### config.mk
export PLATFORM = sky130hd
export DESIGN_NAME = pong_compositor
export DESIGN_NICKNAME = d
export VERILOG_FILES = /design/src/rtl/pong_compositor.sv
export SDC_FILE = /design/constraint.sdc
export NUM_CORES = 1
export LEC_CHECK = 0
export BUFFER_PORTS_ARGS = -buffer_cell sky130_fd_sc_hd__buf_2
export CORE_MARGIN = 4
export CORE_UTILIZATION = 49
export CTS_BUF_LIST = sky130_fd_sc_hd__clkbuf_16
export CTS_CLUSTER_SIZE = 12
export DETAILED_ROUTE_END_ITERATION = 16
export PLACE_DENSITY = 0.88
export SLEW_MARGIN = 20
export SYNTH_ARGS = -nofsm -noshare
export SYNTH_HDL_FRONTEND = slang
export SYNTH_SLANG_ARGS = --single-unit
export TNS_END_PERCENT = 20
### constraint.sdc
create_clock -name clk_0 -period 3.1 [get_ports clk_0]
set_input_delay 0.155 -clock clk_0 [delete_from_list [all_inputs] [get_ports clk_0]]
set_output_delay 0.155 -clock clk_0 [all_outputs]
set_load 0.1 [all_outputs]
### src/rtl/pong_compositor.sv
// pong_compositor: two-stage pixel compositor layering rectangles, net, score and text into RGB.
module pong_compositor #(
   parameter int NUM_RECTS  = 4,
   parameter int COLOR_BITS = 4,
   parameter int H_VIDEO    = 640,
   parameter int V_VIDEO    = 480,
   parameter int NET_WIDTH  = 12,
   parameter int NET_PERIOD = 24,
   parameter int NET_ON     = 12,
   parameter int NET_PHASE  = 18,
   parameter int BLINK_LOG2 = 5
) (
   input  logic                              clk_0,
   input  logic                              rst,
   input  logic [9:0]                        pixel_x,
   input  logic [9:0]                        pixel_y,
   input  logic                              video_on,
   input  logic [10*NUM_RECTS-1:0]           rect_x,
   input  logic [10*NUM_RECTS-1:0]           rect_y,
   input  logic [10*NUM_RECTS-1:0]           rect_w,
   input  logic [10*NUM_RECTS-1:0]           rect_h,
   input  logic [NUM_RECTS-1:0]              rect_en,
   input  logic [3*COLOR_BITS*NUM_RECTS-1:0] rect_color,
   input  logic [3*COLOR_BITS-1:0]           fg_color,
   input  logic [3*COLOR_BITS-1:0]           bg_color,
   input  logic                              score_on,
   input  logic                              text_on,
   input  logic [1:0]                        mode,
   input  logic                              blink_en,
   output logic [COLOR_BITS-1:0]             red,
   output logic [COLOR_BITS-1:0]             green,
   output logic [COLOR_BITS-1:0]             blue,
   output logic                              frame_tick
);
   localparam int CW = 3*COLOR_BITS;
   localparam int PW = $clog2(NET_PERIOD+1);
   localparam logic [9:0]    NET_L   = 10'(H_VIDEO/2 - NET_WIDTH/2);
   localparam logic [9:0]    NET_R   = 10'(H_VIDEO/2 + NET_WIDTH/2 - 1);
   localparam logic [9:0]    X_LAST  = 10'(H_VIDEO-1);
   localparam logic [9:0]    Y_LAST  = 10'(V_VIDEO-1);
   localparam logic [PW-1:0] PH_LOAD = PW'(NET_PHASE);
   localparam logic [PW-1:0] PH_MAX  = PW'(NET_PERIOD-1);
   localparam logic [PW:0]   PH_ON   = (PW+1)'(NET_ON);

   logic [NUM_RECTS-1:0]    w_hit;
   logic                    w_upd, w_net, w_last;
   logic [PW-1:0]           r_phase, w_phase_nxt, w_phase;
   logic [BLINK_LOG2:0]     r_frame_cnt;
   logic [NUM_RECTS-1:0]    r1_hit;
   logic                    r1_net, r1_score, r1_text, r1_vid, r1_blinked;
   logic [1:0]              r1_mode;
   logic [CW*NUM_RECTS-1:0] r1_rect_col;
   logic [CW-1:0]           r1_fg, r1_bg;
   logic [CW-1:0]           w_sel, w_play, w_rgb, r_rgb;
   logic                    w_any, w_txt;

   // Sums are widened to 11 bits so a rectangle near the right/bottom edge never wraps to 0.
   for (genvar g = 0; g < NUM_RECTS; g++) begin : g_hit
      assign w_hit[g] = rect_en[g]
         && pixel_x >= rect_x[10*g +: 10]
         && {1'b0, pixel_x} < {1'b0, rect_x[10*g +: 10]} + {1'b0, rect_w[10*g +: 10]}
         && pixel_y >= rect_y[10*g +: 10]
         && {1'b0, pixel_y} < {1'b0, rect_y[10*g +: 10]} + {1'b0, rect_h[10*g +: 10]};
   end

   // The line phase is advanced at column 0; that column already uses the new value.
   assign w_upd       = video_on && pixel_x == '0;
   assign w_phase_nxt = (pixel_y == '0) ? PH_LOAD : (r_phase == PH_MAX) ? '0 : r_phase + 1'b1;
   assign w_phase     = w_upd ? w_phase_nxt : r_phase;
   assign w_net       = pixel_x >= NET_L && pixel_x <= NET_R && {1'b0, w_phase} < PH_ON;
   assign w_last      = video_on && pixel_x == X_LAST && pixel_y == Y_LAST;

   always_ff @(posedge clk_0 or posedge rst) begin
      if (rst) begin
         r_phase     <= '0;
         r_frame_cnt <= '0;
         frame_tick  <= 1'b0;
         r1_hit      <= '0;
         r1_net      <= 1'b0;
         r1_score    <= 1'b0;
         r1_text     <= 1'b0;
         r1_vid      <= 1'b0;
         r1_blinked  <= 1'b0;
         r1_mode     <= '0;
         r1_rect_col <= '0;
         r1_fg       <= '0;
         r1_bg       <= '0;
         r_rgb       <= '0;
      end else begin
         if (w_upd) r_phase <= w_phase_nxt;
         if (w_last) r_frame_cnt <= r_frame_cnt + 1'b1;
         frame_tick  <= w_last;
         r1_hit      <= w_hit;
         r1_net      <= w_net;
         r1_score    <= score_on;
         r1_text     <= text_on;
         r1_vid      <= video_on;
         r1_blinked  <= blink_en && r_frame_cnt[BLINK_LOG2];
         r1_mode     <= mode;
         r1_rect_col <= rect_color;
         r1_fg       <= fg_color;
         r1_bg       <= bg_color;
         r_rgb       <= w_rgb;
      end
   end

   // Scan from the top index down so the lowest-index hit wins.
   always_comb begin
      w_sel = '0;
      w_any = 1'b0;
      for (int i = NUM_RECTS-1; i >= 0; i--) begin
         if (r1_hit[i]) begin
            w_any = 1'b1;
            w_sel = r1_rect_col[CW*i +: CW];
         end
      end
      w_play = w_any ? w_sel : (r1_score || r1_net) ? r1_fg : r1_bg;
      w_txt  = r1_text && !(r1_mode == 2'd1 && r1_blinked);
      w_rgb  = (!r1_vid || r1_mode == 2'd3) ? '0 : (r1_mode == 2'd0) ? w_play : w_txt ? r1_fg : r1_bg;
   end

   assign red   = r_rgb[3*COLOR_BITS-1:2*COLOR_BITS];
   assign green = r_rgb[2*COLOR_BITS-1:COLOR_BITS];
   assign blue  = r_rgb[COLOR_BITS-1:0];
endmodule
# After elaboration in Yosys (flattened, before gate mapping)
# Cells that the tools add are included.
word_totals:
  word_cells: 95
  output_inout_bits: 13
  inputBits: 264
  register_bits: 107
classes:
  mux: 16
  add_sub_neg: 10
  n_lt_le_gt_ge: 19
  eq_ne: 5
  reduce_logical: 31
ops:
  columns: ["cell", "count"]
  rows:
  - ["$mux W12", 9]
  - ["$add A10 B10 Y11", 8]
  - ["$lt A10 B11 Y1", 8]
  - ["$ge A10 B10 Y1", 8]
  - ["$logic_and A1 B1 Y1", 24]
  - ["$logic_not A10 Y1", 2]
  - ["$mux W5", 3]
  - ["$eq A10 B10 Y1 const B", 1]
  - ["$eq A10 B9 Y1 const B", 1]
  - ["$ge A10 B9 Y1 const B", 1]
  - ["$le A10 B9 Y1 const B", 1]
  - ["$add A6 B1 Y6 const B", 1]
  - ["$add A5 B1 Y5 const B", 1]
  - ["$eq A5 B5 Y1 const B", 1]
  - ["$lt A5 B4 Y1 const B", 1]
  - ["$mux W1", 4]
  - ["$eq A2 B1 Y1 const B", 1]
  - ["$eq A2 B2 Y1 const B", 1]
  - ["$logic_not A1 Y1", 2]
  - ["$logic_not A2 Y1", 1]
  - ["$logic_or A1 B1 Y1", 2]

# Logic depth before layout (Yosys ltp)
# Gate-level depths: netlist (run 1).
logic_depth:
  ltp_word: 7
  mapped_depth: 13
  depth_no_buf: 13

# Worst setup path before layout (run 1)
# No wires, ideal clock.
synth_path:
  kind: "input -> register"
  from: "input port rect_x[0]"
  to: "register r1_hit[0]"
  setup_ns: 0.105
  path_buffers: 0
  t_arrival_ns: 2.742
  path_slack_ns: 0.253
  required_ns: 2.995
  cell_stages: 12
  path_cell_list: "ha_1 fa_1 a21oi_1 o211ai_1 o41ai_1 xor2_1 ha_1 a2111oi_0 o21ai_0 o221ai_1 nand2_1 nor4b_1"
synth_between:
  elab_chain_cells: 5
  elab_cells_between_ends: 7
  classes_between: "add/sub: 1; order compare: 2; reduce/logical: 4"
synth_rtl:
  columns: ["element", "line", "rtl"]
  rows:
  - ["from (decl)", "18", "input logic [10*NUM_RECTS-1:0] rect_x,"]
  - ["$add A10 B10 Y11 / $ge A10 B10 Y1 (equally long branches)", "61, 60", null]
  - ["$lt A10 B11 Y1 / $logic_and A1 B1 Y1 (equally long branches)", "61, 60", null]
  - ["$logic_and A1 B1 Y1 *", "61", "&& {1'b0, pixel_x} < {1'b0, rect_x[10*g +: 10]} + {1'b0, rect_w[10*g +: 10]}"]
  - ["$logic_and A1 B1 Y1 *", "62", "&& pixel_y >= rect_y[10*g +: 10]"]
  - ["$logic_and A1 B1 Y1 *", "63", "&& {1'b0, pixel_y} < {1'b0, rect_y[10*g +: 10]} + {1'b0, rect_h[10*g +: 10]};"]
  - ["via w_hit[0]", "45", "logic [NUM_RECTS-1:0] w_hit;"]
  - ["to (signal assigned)", "93", "r1_hit <= w_hit;"]
  - ["to (decl)", "49", "logic [NUM_RECTS-1:0] r1_hit;"]
# Mark *: on every way through the listed nets, which the timed path passes. The rest lies on a longest branch.
# A chain may end at the register's enable or synchronous reset.

# Worst setup path after layout (run 1)
layout_path:
  from: "input port rect_x[30]"
  to: "register r1_hit[3]"
# Same word-level chain as after synthesis.

==> results of run 1 <==
## timing repair
item,in CTS,in global routing
hold buffers,77,0
setup buffers,0,0
hold endpoints to repair,85,0
resized for setup,0,11
endpoints found under the setup margin,0,4
## metrics by stage
stage	TNS [ps]	power [mW]	utilization [%]	area, um2
finish	0	4.625	64.72	13220
global route	-40.85	4.944	64.72	13220
CTS	0	4.574	64.44	13170
detailed placement	-1016	3.374	59.25	12100
global placement	-243.6	3.280	59.25	12100
floorplan	0	2.756	-	10250
## kinds of logic (layout without fill, tap and decap cells)
logic type,after synthesis,count (layout)
other,0,3
AO/OA/AOI/OAI,291,291
multiplexers,37,37
AND/OR/NAND/NOR,247,247
flip-flops,107,107
adder cells (fa/ha/maj),242,242
buffers and inverters,108,487
XOR/XNOR,68,68
## placed cells by master (no fill, tap or decap), drive strengths merged, types with 12 or more instances in the layout
cell type | synthesis | layout
buf | 3 | 297
ha | 234 | 234
dfrtp | 107 | 107
inv | 98 | 101
o21ai | 78 | 78
nand2 | 77 | 77
dlygate4sd3 | 0 | 77
nor2 | 74 | 74
a21oi | 64 | 64
xor2 | 48 | 48
mux2i | 36 | 36
nor3 | 30 | 30
a21o | 23 | 23
o211ai | 21 | 21
xnor2 | 20 | 20
nand3 | 18 | 18
o21a | 16 | 16
a221o | 13 | 13
a211oi | 13 | 13
nand2b | 12 | 12
## worst min-delay path by stage
stage,start,end,slack (ps)
final,video_on,r1_vid,20
after global routing,video_on,r1_vid,9
after CTS,video_on,r1_vid,10
after detailed placement,rect_color[15],r1_rect_col[15],260
after global placement,rect_color[2],r1_rect_col[2],260
after floorplan,bg_color[0],r1_bg[0],190
## worst max-delay path: cells and delay by family
family          cells  cell delay, ps
fa+ha+maj           3             900
compound gates      8            1750
xor+xnor            1             160
buf+inv             2             270
## metal layers
layer  track usage, %  vias up  share of wire (%)
met3            4.118      103                6.3
met1            32.27     4750                 40
li1                 -     4789                  -
met5                0        -              0.080
met4            10.61        4                3.7
met2            49.23      422                 50
## power by group
part / switching, mW / leakage, nW / internal (mW) / total, mW
Combinational: 1.09 / 5.39 / 0.887 / 1.98
Clock: 0.502 / 0.147 / 0.625 / 1.13
Sequential: 0.0532 / 1.31 / 1.46 / 1.52
Total: 1.65 / 6.84 / 2.98 / 4.62
## sequential cells by signal (all words and copies together) (netlist names)
name and flops:
r_phase 5, r_rgb 12, r1_rect_col 48, r1_vid 1, r1_blinked 1, r1_fg 12, r1_hit 4, r1_bg 12
r1_net 1, r1_mode 2, r_frame_cnt 6, frame_tick 1, r1_text 1, r1_score 1
## cell type report
| type | count | area [um2] | share of cell area [%] |
|---|---|---|---|
| Antenna cell | 3 | 7.507 | 0.05678 |
| Clock buffer | 9 | 225.2 | 1.703 |
| Clock inverter | 6 | 65.06 | 0.4921 |
| Inverter | 98 | 370.4 | 2.801 |
| Multi-Input combinational cell | 885 | 7228 | 54.67 |
| Sequential cell | 107 | 2678 | 20.25 |
| Tap cell | 270 | 337.8 | 2.555 |
| Timing Repair Buffer | 374 | 2310 | 17.47 |
==> flow_summary_export.csv, run 1 <==
group,metric,value,unit
setup_path,worst_path_max_delay_cell,"sky130_fd_sc_hd__fa_1",
synth,synth_fp_nets,1606,
final_layout,drive_gt1_share,23.12,%
setup_path,setup.worst_path.start_class,"input pin",
synth,ys.flop_type,"sky130_fd_sc_hd__dfrtp_1",
synth,synth.cells.most_frequent,"sky130_fd_sc_hd__ha_1 (234), sky130_fd_sc_hd__dfrtp_1 (107), sky130_fd_sc_hd__inv_1 (98)",
setup_path,crit_path_cell_trace,"buf_2 > ha_1 > fa_1 > a21oi_2 > o211ai_1 > o41ai_2 > buf_4 > xor2_1 > ha_1 > a2111oi_0 > o21ai_0 > o221ai_1 > o2111ai_2 > a21oi_1",
die,core_area,20430,um2
detailed_routing,routed_wirelength,32600,um
die,die-area,23300,um2
setup_path,r2r.worst_path.cells,4,
placed_design,detailedPlace.worstSlack,-328.8,ps
setup_path,crit_fanout,2,
clock_tree,clk_root_buffer_cell,"sky130_fd_sc_hd__clkbuf_16",
setup_path,crit_path_max_incr_delay,420,ps
setup_path,timing.reg2reg.setup_slack,940,ps
synth,synth_fa_ha_area_share,30.12,%
die,die_w,152.7,um
die,start_util,50.18,%
clock_tree,h-tree-depth,3,
detailed_routing,initialDrtViolationCount,551,
placed_design,routabilityCongestion,0.9152,
global_route,first_global_vias,10593,
detailed_routing,detail_route.wl_per_cell,18.61,um
clock_tree,clk-insertion-delay-late,340,ps
setup_path,worstSetupStartpoint,"rect_x[30]",
sta,finalSetupViolations,0,
sta,worst_pin_slew,908.3,ps
global_route,grt_start_max_net_pins,67,
final_layout,nNetsFinal,1981,
flow_run,cap_violations,0,
synth,synth_top_family_by_area,"adder cells",
synth,synth.cell_area,10250,um2
setup_path,r2r_start,"r1_hit[3]",
placed_design,final_hpwl_from_detailed_placement,24640,um
sta,fin_skew,7.465,ps
sta,period_share,96.32,%
power_and_ir_drop,max-vdd-ir-drop,0.3430,mV
detailed_routing,drt_drc,0,
sta,clock.fmax,0.3349,GHz
setup_path,critPathCaptureType,"flip-flop",
clock_tree,clk_path_buf_depth,2,
final_layout,area_growth,28.96,%
global_route,global_route.overflow_total,0,
synth,fraction_of_synthesized_area_in_multiplexers,3.625,%
synth,async_flop_share,100.0,%
power_and_ir_drop,power_leakage,6.844,nW
setup_path,worst-endpoint-arrival,3250,ps
setup_path,crit_required,3360,ps
clock_tree,cts_num_sinks,107,
min_path,hold_path_depth,1,
die,io_pins,277,
final_layout,stdcell_count,1752,
setup_path,dominant_cell_type_by_count_on_the_critical_path,"sky130_fd_sc_hd__ha_1",
synth,synth_enable_flop_cells,0,
detailed_routing,vias,10068,
sta,hold_violations,0,
synth,syn-instance-count,1100,
detailed_routing,vias_per_cell,5.747,
final_layout,layout.filler_cells,1598,
setup_path,setup.worst_path.class,"in2reg",
min_path,hold_path.class,"in2reg",
synth,yosysMostFrequentCell,"sky130_fd_sc_hd__ha_1",
synth,distinct_cell_type_count_after_synthesis,56,
global_route,antenna_found_initial,5,
global_route,gr-usage-all-layers,27.16,%
synth,synth.ff_latch_count,107,
die,floorplan.rows,52,
clock_tree,tritoncts,"yes",
sta,timing_max_transition_violations_final,0,
synth,post_synth_and_or_nand_nor_area_fraction,11.47,%
sta,postLayoutSetupSlackWorst,114.0,ps
synth,synth_largest_area_cell,"sky130_fd_sc_hd__ha_1",
global_route,grt_first_pass_wirelength,52270,um
placed_design,portBuffers,276,
detailed_routing,final_ant_viol_nets,0,
setup_path,crit_end,"r1_hit[3]",
setup_path,worst_r2r_endpoint,"r_rgb[11]",
synth,seq_area_frac_synth,26.12,%
synth,netlist.area_leader.share,28.56,%
sta,finalCriticalPeriod,2986,ps
die,die_height,152.7,um
sta,setup_repair_after_global_routing_missed_its_margin,"true",
detailed_routing,detail_route.first_pass.iterations,5,
synth,yosys_warnings,0,
clock_tree,tritoncts.num_buffers,9,
outcome,result_of_the_run,"finished, final reports clean",
synth,synth.area.top_cells,"sky130_fd_sc_hd__ha_1 (29%), sky130_fd_sc_hd__dfrtp_1 (26%), sky130_fd_sc_hd__xor2_1 (4.1%)",
sta,timing.hold.ws,19.05,ps
synth,syn-mean-instance-area,9.320,um2
synth,synth_xor_xnor_area_share,5.809,%
placed_design,dpl.cell_count,1657,
power_and_ir_drop,powerDensity,349.8,nW/um2
sta,maxSlewHeadroom,39.45,%
clock_tree,clkTransAtPathRegs,70,ps
synth,synth-compound-area-share,18.88,%
Note: power is estimated with default switching activity, not from simulation.
==> inputs of run 2 (changes only) <==
Settings changed: CORE_UTILIZATION 49 to 55, PLACE_DENSITY 0.88 to 0.93.
Clock period 3.1 ns to 2.9 ns, I/O delays scaled along.
==> flow_summary_export.csv, run 2 (synthesis gave the netlist of run 1 again) <==
group,metric,value,unit
outcome,result_of_the_run,"finished, final reports clean",
sta,finalCriticalPeriod,2791,ps
setup_path,crit_required,3160,ps
final_layout,nNetsFinal,2000,
global_route,first_global_vias,10955,
min_path,timing.hold.worst.start,"blink_en",
sta,tns,0,ps
clock_tree,h-tree-depth,3,
clock_tree,cts_num_sinks,107,
global_route,gr-usage-all-layers,31.53,%
detailed_routing,initialDrtViolationCount,580,
global_route,grt_start_max_net_pins,40,
die,die-area,20890,um2
detailed_routing,routed_wirelength,34160,um
sta,maxSlewHeadroom,36.79,%
clock_tree,tritoncts.num_buffers,9,
final_layout,drive_gt1_share,25.22,%
sta,clock.fmax,0.3583,GHz
setup_path,setup.worst_path.start_class,"input pin",
setup_path,timing.reg2reg.setup_slack,720,ps
final_layout,finalCoreUtilization,74.43,%
sta,timing_max_transition_violations_final,0,
detailed_routing,vias,10421,
final_layout,layout_common_cells,"sky130_fd_sc_hd__buf_2 (275), sky130_fd_sc_hd__ha_1 (233), sky130_fd_sc_hd__dfrtp_1 (107)",
sta,worst_pin_slew,948.2,ps
setup_path,critPathCaptureType,"flip-flop",
final_layout,final_common_cell,"sky130_fd_sc_hd__buf_2",
clock_tree,clkTransAtPathRegs,70,ps
detailed_routing,vias_per_cell,6.010,
global_route,antenna_found_initial,6,
global_route,global_route.overflow_total,0,
sta,hold_violations,0,
sta,finalSetupViolations,0,
die,core_area,18150,um2
setup_path,worst-endpoint-arrival,3050,ps
sta,setup_repair_after_global_routing_missed_its_margin,"true",
sta,timing.hold.ws,17.90,ps
detailed_routing,detail_route.first_pass.iterations,7,
power_and_ir_drop,powerDensity,379.1,nW/um2
setup_path,crit_fanout,2,
clock_tree,clk_root_buffer_cell,"sky130_fd_sc_hd__clkbuf_16",
placed_design,final_hpwl_from_detailed_placement,24400,um
clock_tree,clk-insertion-delay-late,350,ps
setup_path,setup.worst_path.class,"in2reg",
final_layout,largest_register_ff_count,48,
die,die_w,144.5,um
die,floorplan.rows,49,
placed_design,routabilityCongestion,0.9535,
sta,fin_skew,17.96,ps
die,die_height,144.5,um
min_path,hold_path.class,"in2reg",
placed_design,portBuffers,276,
detailed_routing,drt_drc,0,
setup_path,worstSetupStartpoint,"rect_x[10]",
flow_run,cap_violations,0,
final_layout,area_growth,31.74,%
setup_path,r2r_start,"r1_net",
power_and_ir_drop,power_leakage,6.959,nW
detailed_routing,final_ant_viol_nets,0,
global_route,grt_first_pass_wirelength,52340,um
clock_tree,tritoncts,"yes",
die,start_util,56.49,%
final_layout,largest-register,"r1_rect_col",
detailed_routing,detail_route.wl_per_cell,19.70,um
power_and_ir_drop,max-vdd-ir-drop,0.2873,mV
clock_tree,clk_path_buf_depth,2,
sta,period_share,96.23,%
die,io_pins,277,
[run 2: cell types whose count changed in the layout (fill, tap and decap cells not counted), sizes merged]
cell and change:
bufinv -1, clkinv +3, inv -2, dlygate4sd3 +1
diode +3, clkinvlp +1, buf +18
[run 2: final timing paths]
kind / cells past startpoint / to
worst min register to register: 1 / r_frame_cnt[5]
min in group asynchronous: 3 / r1_rect_col[46]
worst min-delay path: 2 / r1_blinked
worst max-delay path: 14 / r1_hit[1]
max in group asynchronous: 4 / r1_bg[0]
worst max register to register: 7 / r_rgb[11]
[run 2: critical path, cell delays in order]
cell,delay [ps]
sky130_fd_sc_hd__buf_2,110
sky130_fd_sc_hd__ha_1,220
sky130_fd_sc_hd__fa_2,370
sky130_fd_sc_hd__a21oi_2,170
sky130_fd_sc_hd__o211ai_1,130
sky130_fd_sc_hd__o41ai_1,330
sky130_fd_sc_hd__buf_4,190
sky130_fd_sc_hd__xor2_2,150
sky130_fd_sc_hd__ha_1,290
sky130_fd_sc_hd__a2111oi_4,290
sky130_fd_sc_hd__o21ai_1,100
sky130_fd_sc_hd__o221ai_1,220
sky130_fd_sc_hd__o2111ai_2,180
sky130_fd_sc_hd__a21oi_1,150
[run 2: power by group]
part	leakage (nW)	total (mW)	internal [mW]	switching, mW
registers	1.31	1.62	1.56	0.0596
logic	5.50	2.24	1.01	1.23
clock network	0.152	1.26	0.622	0.636
total	6.96	5.12	3.20	1.92
[run 2: final cells by class]
cell class / instances / area (um2)
inverter: 98 / 371.6
antenna: 6 / 15.01
timing repair buffer: 393 / 2482
multi-input combinational: 885 / 7357
sequential: 107 / 2678
tap: 229 / 286.5
clock buffer: 9 / 225.2
fill: 1203 / 4641
clock inverter: 7 / 91.34
[run 2: per-stage QoR]
step | setup slack, ps | total power [mW] | instance area, um2 | instances
2_1_floorplan | 62.90 | 2.947 | 10260 | 1100
3_3_place_gp | -314.8 | 3.528 | 12200 | 1632
3_5_place_dp | -579.2 | 3.632 | 12200 | 1632
4_1_cts | 8.394 | 4.967 | 13340 | 1726
5_1_grt | -39.43 | 5.447 | 13500 | 1732
6_report | 109.2 | 5.121 | 13510 | 1734
[run 2: metal layers]
layer	vias up	part of all wire (%)	global-route usage, %	routed length, um
met5	-	0.035	0	12
met4	2	6.0	18.51	2042
met3	174	8.4	6.184	2883
met2	566	49	55.08	16590
met1	4852	37	35.61	12630
li1	4827	-	-	-
[run 2: repair_timing]
action                                  4_1_cts  5_1_grt
buffers inserted                              0        2
hold buffers                                 78        0
endpoints found under the hold margin       113        0
resized for setup                             9       29
endpoints found under the setup margin        2        4
pin swaps                                     3       16
